==> src/rtl/solar_tracker_pkg.sv <==
// Shared definitions for the solar tracker servo PWM blocks.
//   - Direction encodings shared with the servo driver.
//   - PWM capture FSM state encoding.
//   - Default legal pulse-width limits (ticks).
//   - Helpers: saturating increment, direction classification.
package solar_tracker_pkg;

    localparam logic [1:0] DIR_STOP = 2'b00;
    localparam logic [1:0] DIR_CCW  = 2'b01;  // width increased
    localparam logic [1:0] DIR_CW   = 2'b10;  // width decreased

    localparam int unsigned PW_MIN_DEFAULT = 500;
    localparam int unsigned PW_MAX_DEFAULT = 2500;

    typedef enum logic [1:0] {
        StIdle = 2'b00,
        StHigh = 2'b01,
        StLow  = 2'b10
    } pwm_state_e;

    // Increment on tick, but never past the limit.
    function automatic logic [31:0] sat_inc(input logic [31:0] cnt, input logic tick,
                                            input logic [31:0] limit);
        return (tick && (cnt < limit)) ? cnt + 32'd1 : cnt;
    endfunction

    // Classify a width change; changes within the deadband report stop.
    // Done in 33 bits so the deadband addition cannot overflow.
    function automatic logic [1:0] pwm_direction(input logic [31:0] new_w,
                                                 input logic [31:0] old_w,
                                                 input logic [31:0] deadband);
        logic [32:0] w_new;
        logic [32:0] w_old;
        logic [32:0] w_db;
        w_new = {1'b0, new_w};
        w_old = {1'b0, old_w};
        w_db  = {1'b0, deadband};
        if (w_new > w_old + w_db) begin
            return DIR_CCW;
        end
        if (w_new + w_db < w_old) begin
            return DIR_CW;
        end
        return DIR_STOP;
    endfunction

endpackage

==> src/rtl/pwm_edge_sync.sv <==
// Two-flop synchronizer plus edge detector for the PWM input.
//   i_clk   : system clock
//   i_rst   : asynchronous active-high reset
//   i_async : raw asynchronous PWM line
//   o_level : synchronized level
//   o_rise  : one-cycle pulse on a synchronized rising edge
//   o_fall  : one-cycle pulse on a synchronized falling edge
// Edges are suppressed until the chain has refilled after reset, so a line
// that is already high when reset drops does not look like a fresh rise.
module pwm_edge_sync (
    input  logic i_clk,
    input  logic i_rst,
    input  logic i_async,
    output logic o_level,
    output logic o_rise,
    output logic o_fall
);

    logic       r_meta;
    logic       r_sync;
    logic       r_prev;
    logic [1:0] r_fill;
    logic       w_armed;

    always_ff @(posedge i_clk or posedge i_rst) begin
        if (i_rst) begin
            r_meta <= 1'b0;
            r_sync <= 1'b0;
            r_prev <= 1'b0;
            r_fill <= 2'd0;
        end else begin
            r_meta <= i_async;
            r_sync <= r_meta;
            r_prev <= r_sync;
            if (r_fill != 2'd3) begin
                r_fill <= r_fill + 2'd1;
            end
        end
    end

    assign w_armed = (r_fill == 2'd3);
    assign o_level = r_sync;
    assign o_rise  = w_armed & r_sync & ~r_prev;
    assign o_fall  = w_armed & ~r_sync & r_prev;

endmodule

==> src/rtl/pwm_capture.sv <==
// PWM capture: measures high time and period of the servo PWM line in ticks.
//   CLK         : system clock
//   RST         : asynchronous active-high reset
//   EN          : capture enable
//   PWM_IN      : asynchronous PWM input
//   pulse_width : last measured high time (ticks)
//   period      : last measured rise-to-rise time (ticks)
//   valid       : one-cycle strobe when pulse_width/period update
//   in_range    : last pulse_width within [PW_MIN, PW_MAX]
//   timeout     : no complete period within PERIOD_MAX ticks (sticky until next publish)
//   direction   : change vs previous pulse (stop / CCW = wider / CW = narrower)
module pwm_capture
    import solar_tracker_pkg::*;
#(
    parameter int unsigned CLK_DIV    = 100,
    parameter int unsigned PW_MIN     = PW_MIN_DEFAULT,
    parameter int unsigned PW_MAX     = PW_MAX_DEFAULT,
    parameter int unsigned PERIOD_MAX = 25000,
    parameter int unsigned DEADBAND   = 2
) (
    input  logic        CLK,
    input  logic        RST,
    input  logic        EN,
    input  logic        PWM_IN,
    output logic [31:0] pulse_width,
    output logic [31:0] period,
    output logic        valid,
    output logic        in_range,
    output logic        timeout,
    output logic [1:0]  direction
);

    localparam logic [31:0] LP_DIV_LAST = 32'(CLK_DIV - 1);
    localparam logic [31:0] LP_PER_MAX  = 32'(PERIOD_MAX);
    localparam logic [31:0] LP_PW_MIN   = 32'(PW_MIN);
    localparam logic [31:0] LP_PW_MAX   = 32'(PW_MAX);
    localparam logic [31:0] LP_DB       = 32'(DEADBAND);

    logic        w_level;
    logic        w_rise;
    logic        w_fall;
    logic        w_tick;
    logic        w_unused_level;
    logic [31:0] w_hi_next;
    logic [31:0] w_lo_next;
    logic [31:0] w_idle_next;
    logic [31:0] w_hi_sum;
    logic [31:0] w_lo_sum;

    pwm_state_e  r_state;
    logic [31:0] r_presc;
    logic [31:0] r_hi_cnt;
    logic [31:0] r_lo_cnt;
    logic [31:0] r_idle_cnt;
    logic        r_have_prev;

    pwm_edge_sync u_edge_sync (
        .i_clk   (CLK),
        .i_rst   (RST),
        .i_async (PWM_IN),
        .o_level (w_level),
        .o_rise  (w_rise),
        .o_fall  (w_fall)
    );

    assign w_unused_level = w_level;

    // The tick of the cycle carrying an edge still counts toward the level
    // that is ending, so a level of H cycles measures floor(H / CLK_DIV).
    assign w_tick      = (r_presc == LP_DIV_LAST);
    assign w_hi_next   = sat_inc(r_hi_cnt, w_tick, LP_PER_MAX);
    assign w_lo_next   = sat_inc(r_lo_cnt, w_tick, LP_PER_MAX);
    assign w_idle_next = sat_inc(r_idle_cnt, w_tick, LP_PER_MAX);
    assign w_hi_sum    = w_hi_next + r_lo_cnt;
    assign w_lo_sum    = r_hi_cnt + w_lo_next;

    always_ff @(posedge CLK or posedge RST) begin
        if (RST) begin
            r_state     <= StIdle;
            r_presc     <= '0;
            r_hi_cnt    <= '0;
            r_lo_cnt    <= '0;
            r_idle_cnt  <= '0;
            r_have_prev <= 1'b0;
            pulse_width <= '0;
            period      <= '0;
            valid       <= 1'b0;
            in_range    <= 1'b0;
            timeout     <= 1'b0;
            direction   <= DIR_STOP;
        end else begin
            valid <= 1'b0;
            if (w_rise || w_fall || w_tick) begin
                r_presc <= '0;
            end else begin
                r_presc <= r_presc + 32'd1;
            end

            if (!EN) begin
                r_state     <= StIdle;
                r_presc     <= '0;
                r_hi_cnt    <= '0;
                r_lo_cnt    <= '0;
                r_idle_cnt  <= '0;
                r_have_prev <= 1'b0;
            end else begin
                case (r_state)
                    StIdle: begin
                        r_have_prev <= 1'b0;
                        if (w_rise) begin
                            r_state    <= StHigh;
                            r_hi_cnt   <= '0;
                            r_lo_cnt   <= '0;
                            r_idle_cnt <= '0;
                        end else begin
                            r_idle_cnt <= w_idle_next;
                            if (w_idle_next >= LP_PER_MAX) begin
                                timeout <= 1'b1;
                            end
                        end
                    end
                    StHigh: begin
                        if (w_hi_sum >= LP_PER_MAX) begin
                            timeout    <= 1'b1;
                            r_state    <= StIdle;
                            r_hi_cnt   <= '0;
                            r_lo_cnt   <= '0;
                            r_idle_cnt <= '0;
                        end else begin
                            r_hi_cnt <= w_hi_next;
                            if (w_fall) begin
                                r_state <= StLow;
                            end
                        end
                    end
                    StLow: begin
                        if (w_lo_sum >= LP_PER_MAX) begin
                            timeout    <= 1'b1;
                            r_state    <= StIdle;
                            r_hi_cnt   <= '0;
                            r_lo_cnt   <= '0;
                            r_idle_cnt <= '0;
                        end else if (w_rise) begin
                            // Publish the closed period and start the next one.
                            pulse_width <= r_hi_cnt;
                            period      <= w_lo_sum;
                            valid       <= 1'b1;
                            in_range    <= (r_hi_cnt >= LP_PW_MIN) && (r_hi_cnt <= LP_PW_MAX);
                            direction   <= r_have_prev ?
                                           pwm_direction(r_hi_cnt, pulse_width, LP_DB) : DIR_STOP;
                            timeout     <= 1'b0;
                            r_have_prev <= 1'b1;
                            r_state     <= StHigh;
                            r_hi_cnt    <= '0;
                            r_lo_cnt    <= '0;
                        end else begin
                            r_lo_cnt <= w_lo_next;
                        end
                    end
                    default: r_state <= StIdle;
                endcase
            end
        end
    end

endmodule

==> config.mk <==
export PLATFORM = sky130hd
export DESIGN_NAME = pwm_capture
export DESIGN_NICKNAME = d
export VERILOG_FILES = /design/src/rtl/solar_tracker_pkg.sv /design/src/rtl/pwm_edge_sync.sv /design/src/rtl/pwm_capture.sv
export SDC_FILE = /design/constraint.sdc
export NUM_CORES = 1
export LEC_CHECK = 0
export BUFFER_PORTS_ARGS = -buffer_cell sky130_fd_sc_hd__buf_4
export CORE_AREA = 2 2 162 164
export CTS_CLUSTER_SIZE = 25
export DETAILED_ROUTE_END_ITERATION = 10
export DIE_AREA = 0 0 164 166
export PLACE_DENSITY = 0.91
export SETUP_SLACK_MARGIN = 0.02
export SLEW_MARGIN = 20
export SYNTH_ARGS = -nofsm -noshare
export SYNTH_HDL_FRONTEND = slang
export SYNTH_SLANG_ARGS = --single-unit
==> constraint.sdc <==
create_clock -name CLK -period 10.9 [get_ports CLK]
set_clock_uncertainty 0.1 [all_clocks]
set_input_delay 1.635 -clock CLK [delete_from_list [all_inputs] [get_ports CLK]]
set_output_delay 1.635 -clock CLK [all_outputs]
set_load 0.02 [all_outputs]
-- After elaboration in Yosys (flattened, before gate mapping)
Cells that the tools add are included.
- bits in registers: 205
- output and inout port bits: 69
- input port bits: 4
- word-level logic and storage cells: 128
- bitwise logic cells: 7
- $lt $le $gt $ge: 10
- equality and inequality tests: 17
- add/subtract/negate cells: 9
- muxes and demuxes: 56
- reduce and logical (&&, ||, !) cells: 13
- operator list (operator ; number):
    two-way mux 32 bit ; 17
    case mux 32 bit (3 select lines) ; 3
    adder 32 x 1 -> 32 bit, second input constant ; 4
    greater-or-equal comparator 32 x 15 -> 1 bit, second input constant ; 3
    less-than comparator 32 x 15 -> 1 bit, second input constant ; 3
    adder 32 x 2 -> 33 bit, second input constant ; 2
    adder 32 bit ; 2
    greater-than comparator 32 x 33 -> 1 bit ; 1
    less-than comparator 33 x 32 -> 1 bit ; 1
    equality test 32 x 7 -> 1 bit, second input constant ; 1
    greater-or-equal comparator 32 x 9 -> 1 bit, second input constant ; 1
    <= comparator 32 x 12 -> 1 bit, second input constant ; 1
    two-way mux 1 bit ; 23
    two-way mux 2 bit ; 10
    != test 3 bit, second input constant ; 6
    AND reduction 3 bit ; 3
    != test 2 bit, second input constant ; 4
    case mux 2 bit (3 select lines) ; 1
    AND reduction 6 bit ; 1
    AND 1 bit ; 4
    equality test 2 bit, second input constant ; 2
    logical AND 1 bit ; 4
    != test 4 x 1 -> 1 bit, second input constant ; 1
    != test 4 bit, second input constant ; 1
    other kinds (10) ; 13

-- Longest topological paths before layout
- depth in word-level cells: 16
- mapped depth: 26
- depth with buffers taken out: 22

-- Cells and area by module
A second synthesis with hierarchy kept.
- cell total of the unflattened synthesis: 1883
- area total of the unflattened synthesis: 16173.0 um^2
- modules (own cells, without submodules) (module ; sequential area each (um^2) ; instances ; cells each ; area each (um^2)):
    pwm_capture ; 5004.8 ; 1 ; 1872 ; 15987.8
    pwm_edge_sync ; 125.1 ; 1 ; 11 ; 185.2

-- Worst setup path before layout
OpenSTA, ideal clock, no wires.
- path kind: register to register
- start point: register r_presc[7]
- end point: register r_lo_cnt[2]
- setup slack: 4840 ps
- library setup time: 97 ps
- data arrival time: 5864 ps
- buffers on the path: 2
- data required time: 10703 ps
- period minus slack after synthesis: 6060 ps
- stages on the path, launching flop included: 25
- cell sequence: dfrtp_1 > or4_1 > nor4b_1 > and4_1 > buf_2 > and3_1 > buf_2 > nand4_1 > nor3_1 > inv_1 > nor3_2 > nand3_1 > xnor2_1 > ha_1 > a21oi_1 > o21ai_0 > a21o_1 > a221oi_1 > nand3b_1 > or4_1 > nor4_1 > nand2_1 > nor3_2 > nand3_1 > o31ai_1
- cells in the longest elaborated chain, start to end: 8
- ends and longest elaborated chain (item ; line ; text):
    start, declared ; pwm_capture.sv:51 ; logic [31:0] r_presc;
    start signal, assigned ; pwm_capture.sv:96 ; r_presc <= r_presc + 32'd1;
    equality test 32 x 7 -> 1 bit * ; pwm_capture.sv:70 ; assign w_tick = (r_presc == LP_DIV_LAST);
    logical AND 1 bit ; solar_tracker_pkg.sv:24 ; return (tick && (cnt < limit)) ? cnt + 32'd1 : cnt;
    two-way mux 32 bit ; solar_tracker_pkg.sv:24 ;
    adder 32 bit ; pwm_capture.sv:75 ; assign w_lo_sum = r_hi_cnt + w_lo_next;
    greater-or-equal comparator 32 x 15 -> 1 bit ; pwm_capture.sv:137 ; if (w_lo_sum >= LP_PER_MAX) begin
    two-way mux 32 bit ; pwm_capture.sv:137 ;
    case mux 32 bit (3 select lines) ; pwm_capture.sv:107 ; case (r_state)
    two-way mux 32 bit ; pwm_capture.sv:99 ; if (!EN) begin
    end signal, assigned ; pwm_capture.sv:157 ; r_lo_cnt <= w_lo_next;
    end, declared ; pwm_capture.sv:53 ; logic [31:0] r_lo_cnt;
Every way passes the cells marked *; elsewhere a longest branch is shown, timed or not.
A chain may end at the register's enable or synchronous reset.

-- Worst setup path in the final report
- start point: register r_presc[18]
- end point: register r_lo_cnt[2]
Same word-level chain as after synthesis.

==> results <==
- Entering global routing, the biggest net connects around 120 pins.
- Clock-pin slew was measured on the worst setup and hold paths at 0.06 ns.
- The worst relative slew slack is 0.254.
- The register bit total from synthesis is 205.
- The tightest min-delay check is of the flip-flop to flip-flop type.
- The setup slack at placement is 3.10 ns.
- The slew at the pin closest to its max-slew limit is 1.12 ns.
- The cell leakage power is between 7 and 8 nW.
- Measured along the x axis, the die boundary spans 164 um.
- The share of flip-flops with an asynchronous set or reset after synthesis is 1.00.
- In the final layout, the share of cells above drive strength 1 is 0.0844.
- The die covers ~27,000 um^2.
- For this run, the register share of the synthesized area comes to 0.315.
- The shortest period the worst path allows is 8.03 ns.
- Setup repair after global routing left no endpoint under its margin.
- The number of hold buffers added after CTS is 0.
- The clock tree from TritonCTS is done.
- The critical path endpoint category is a flip-flop.
- In this run the post-CTS setup repair buffer count came out at 0.
- The latest clock arrival within the worst-skew pair is ~0.53 ns.
- After filler insertion, the fill cell instance count of the layout stands at 1,985.
- The cell count after synthesis is between 1,500 and 2,000.
- After the last flow step, the layout net total stands at between 2,000 and 2,500.
- The unique cell type count in the Yosys netlist is 88.
- After synthesis the cells add up to between 15,000 and 20,000 um^2.
- The length of the first detailed-routing pass in iterations is 7.
- The top-level port count is 73.
- For this configuration, the core starts out at a cell density of 0.636.
- The region available for standard cell placement spans around 26,000 um^2.
- The final max-slew violation count is 0.
- The count of buffers added on input and output ports is just over 70.
- The average cell area after synthesis is between 8 and 9 um^2.
- For this design the total switching power over the nets is ~0.00062 W.
- For this run, the top clock speed supported by timing is around 120 MHz.
- The number of clock sinks is between 200 and 250.
- The via count of the first global-routing pass is approximately 15,000.
- Dividing the detail-routed wire length by the instance count gives around 20 um.
- The number of synthesized flops with an enable pin is 0.
- In this run the remaining antenna-violating nets after routing total 0.
- Of all cell types, the one taking the most synthesized area is sky130_fd_sc_hd__dfrtp_1.
- The routed layout has around 15,000 vias.
- The final period utilization is 0.736.
- Yosys attributes the largest share of cell area to sky130_fd_sc_hd__dfrtp_1 (32%), sky130_fd_sc_hd__ha_1 (11%), sky130_fd_sc_hd__xnor2_1 (5.1%).
- Detailed placement ended at an HPWL of 33.8 mm.
- The number of antenna violations at the first check in global routing came to 0.
- At the worst endpoint, the required time is between 10 and 15 ns.
- The H-tree depth is 1.
- Of the total power, the share spent switching nets is 0.297.
- The most used flip-flop cell after synthesis is sky130_fd_sc_hd__dfrtp_1.
- Dividing the detail-routed via count by the number of cells gives approximately 6.7.
- The total length of routed wires is ~46 mm.
- At the end of routability-driven placement, the weighted congestion stood at approximately 1.
- The share of total power dissipated in combinational logic is 0.171.
- The worst-case setup margin in the final layout is between 2 and 3 ns.
- STA classifies the critical path startpoint as a flip-flop.
- The first global-routing pass estimated 74.8 mm of wire.
- 0 antenna diodes ended up in the layout.
- After floorplanning, the core was divided into about 60 placement rows.
- The vertical die dimension is roughly 170 um.
- The TritonCTS buffer count is 24.
- The longest clock path from root to sink contains 3 buffers.
- The final count of hold timing violations is 0.
- The area growth from synthesis to layout is 9.05%.
- The critical path class is flip-flop to flip-flop.
- The global router's overall resource usage is 0.336.
- Global routing finished with a remaining overflow of 0.
- Of the total power, the clock network draws 0.430.
- The max-capacitance violation count is 0.
- The internal portion of total power is 0.00147 W.
- The synthesized net count is 2,095.
- The flow ran to the end, and the final reports show no timing, DRC or antenna violations.
- Across the VDD grid, the largest voltage drop is roughly 0.14 mV.
- The power per cell area is about 120 nW/um^2.
- The share of the synthesized area in the top cell type is 0.315.
- The number of warning messages in the yosys log is 0.
- The number of setup violations in the final report is 0.
- The detailed router finished its first iteration with approximately 1,500 violations.
- The number of gates resized after CTS was 0.
- Along the worst path, the maximum fanout reaches 13.
- The setup total negative slack is 0 ns.
- The buffer cell driving the clock tree root is sky130_fd_sc_hd__clkbuf_16.
- For this run, design rule violations remaining after detail routing come to 0.
- The critical path arrival is approximately 8.4 ns.
- Of the total power, registers draw 0.400.
==> power groups by stage <==
stage	sequential, W	clock, W	combinational [W]
finish	0.000836	0.000899	0.000357
global route	0.000840	0.000941	0.000393
CTS	0.000835	0.000908	0.000355
detailed placement	0.000848	0	0.000349
global placement	0.000847	0	0.000334
floorplan	0.000885	0	0.000188
==> per-layer routing <==
layer | vias to the layer above | track usage | wire length, um
li1 | 7062 | - | -
met1 | 7369 | 0.432 | 18800
met2 | 762 | 0.563 | 22000
met3 | 169 | 0.0460 | 3470
met4 | 0 | 0.146 | 2060
met5 | - | 0 | 0
==> synth_stat cells (15+ instances only) <==
master                     count
sky130_fd_sc_hd__buf_2        15
sky130_fd_sc_hd__a21boi_0     21
sky130_fd_sc_hd__ha_1        137
sky130_fd_sc_hd__dfrtp_1     205
sky130_fd_sc_hd__o21ai_1      16
sky130_fd_sc_hd__nor2b_1      32
sky130_fd_sc_hd__xnor2_1      94
sky130_fd_sc_hd__o21ai_0     102
sky130_fd_sc_hd__o21a_1       19
sky130_fd_sc_hd__inv_1       101
sky130_fd_sc_hd__and3_1       17
sky130_fd_sc_hd__nand2_1     186
sky130_fd_sc_hd__a21o_1       26
sky130_fd_sc_hd__mux2i_1      16
sky130_fd_sc_hd__nand2b_1     16
sky130_fd_sc_hd__xor2_1       46
sky130_fd_sc_hd__nor4_1       31
sky130_fd_sc_hd__and2_1       45
sky130_fd_sc_hd__or3_1        16
sky130_fd_sc_hd__nor3_1       47
sky130_fd_sc_hd__nand3_1      95
sky130_fd_sc_hd__a21oi_1     119
sky130_fd_sc_hd__nor2_1      144
sky130_fd_sc_hd__o211ai_1     19
sky130_fd_sc_hd__clkbuf_1     88
sky130_fd_sc_hd__nand4_1      61
==> critical path, cell delays in order, from the launching register on <==
cell	delay (ns)
sky130_fd_sc_hd__dfrtp_1	0.42
sky130_fd_sc_hd__or4_1	0.53
sky130_fd_sc_hd__nor4_1	0.26
sky130_fd_sc_hd__and4_1	0.50
sky130_fd_sc_hd__and3_1	0.40
sky130_fd_sc_hd__nand4_1	0.28
sky130_fd_sc_hd__nor3_1	0.44
sky130_fd_sc_hd__inv_1	0.13
sky130_fd_sc_hd__nor3_2	0.29
sky130_fd_sc_hd__nand3_1	0.17
sky130_fd_sc_hd__xnor2_1	0.15
sky130_fd_sc_hd__ha_1	0.35
sky130_fd_sc_hd__a21oi_1	0.25
sky130_fd_sc_hd__o21ai_0	0.23
sky130_fd_sc_hd__a21o_1	0.26
sky130_fd_sc_hd__a221oi_1	0.31
sky130_fd_sc_hd__nand3b_1	0.09
sky130_fd_sc_hd__or4_1	0.49
sky130_fd_sc_hd__nor4_1	0.32
sky130_fd_sc_hd__nand2_1	0.26
sky130_fd_sc_hd__nor3_2	0.77
sky130_fd_sc_hd__nand3_1	0.52
sky130_fd_sc_hd__o31ai_1	0.38
==> per-stage QoR <==
stage                     total power (W)   util  std cells  hold slack, ns  cell area (um^2)
after floorplan                   0.00107      -       1952           0.231             16300
after detailed placement          0.00120  0.658       2258           0.240             16900
final                             0.00209  0.693       2302           0.250             17800
after CTS                         0.00210  0.693       2302           0.251             17700
after global routing              0.00217  0.693       2302           0.251             17800
after global placement            0.00118  0.658       2257           0.240             16900
==> registers in the layout, indices dropped and copies added, names as in the netlist <==
signal	count
r_state	2
u_edge_sync.r_fill	2
timeout	1
valid	1
r_hi_cnt	32
u_edge_sync.r_prev	1
direction	2
r_presc	32
r_lo_cnt	32
u_edge_sync.r_meta	1
u_edge_sync.o_level	1
pulse_width	32
r_have_prev	1
r_idle_cnt	32
in_range	1
period	32
==> cell usage in the layout, fill, tap and decap left out, types with 7 or more instances in the layout <==
cell / count
sky130_fd_sc_hd__o31ai_1: 14
sky130_fd_sc_hd__nand4_1: 61
sky130_fd_sc_hd__a211oi_1: 12
sky130_fd_sc_hd__and2_1: 45
sky130_fd_sc_hd__nor2b_1: 32
sky130_fd_sc_hd__nor2_1: 144
sky130_fd_sc_hd__dfrtp_1: 205
sky130_fd_sc_hd__nor3_1: 47
sky130_fd_sc_hd__o22ai_1: 11
sky130_fd_sc_hd__nand2_1: 186
sky130_fd_sc_hd__a31oi_1: 9
sky130_fd_sc_hd__o2bb2ai_1: 9
sky130_fd_sc_hd__o211ai_1: 19
sky130_fd_sc_hd__a21boi_0: 21
sky130_fd_sc_hd__o21ai_0: 102
sky130_fd_sc_hd__ha_1: 137
sky130_fd_sc_hd__mux2_1: 13
sky130_fd_sc_hd__nand2b_1: 16
sky130_fd_sc_hd__o21ai_1: 16
sky130_fd_sc_hd__nand3_1: 95
sky130_fd_sc_hd__buf_4: 78
sky130_fd_sc_hd__or2_2: 7
sky130_fd_sc_hd__or4_1: 13
sky130_fd_sc_hd__inv_1: 100
sky130_fd_sc_hd__or3_1: 16
sky130_fd_sc_hd__mux2i_1: 16
sky130_fd_sc_hd__and3_1: 17
sky130_fd_sc_hd__nor4_1: 31
sky130_fd_sc_hd__a21o_1: 26
sky130_fd_sc_hd__clkbuf_16: 25
sky130_fd_sc_hd__and4_1: 10
sky130_fd_sc_hd__a21oi_1: 119
sky130_fd_sc_hd__nor3b_1: 8
sky130_fd_sc_hd__xnor2_1: 94
sky130_fd_sc_hd__o21bai_1: 10
sky130_fd_sc_hd__xor2_1: 46
sky130_fd_sc_hd__o21a_1: 19
==> kinds of logic after synthesis <==
family,count (synthesis),share of synthesized area
AO/OA/AOI/OAI,471,0.192
XOR/XNOR,140,0.0753
adder cells (fa/ha/maj),139,0.108
buffers and inverters,210,0.0507
flip-flops,205,0.315
multiplexers,34,0.0223
AND/OR/NAND/NOR,753,0.237
==> final cells by class <==
type / count / area, um^2 / share of cell area
multi-input combinational: 1537 / 10300 / 0.582
sequential: 205 / 5130 / 0.289
clock buffer: 29 / 681 / 0.0383
timing repair buffer: 80 / 612 / 0.0345
tap: 335 / 419 / 0.0236
inverter: 101 / 387 / 0.0218
clock inverter: 15 / 201 / 0.0113
==> worst paths after layout <==
path	start	end	slack (ns)	depth (start not counted)
min	u_edge_sync.r_meta	u_edge_sync.o_level	0.25	0
max	r_presc[18]	r_lo_cnt[2]	2.87	22
max in group asynchronous	RST	r_hi_cnt[27]	8.25	3
max reg2reg	r_presc[18]	r_lo_cnt[2]	2.87	22
min reg2reg	u_edge_sync.r_meta	u_edge_sync.o_level	0.25	0
min in group asynchronous	RST	r_presc[11]	1.17	2
Power figures use the tool's default switching activity.
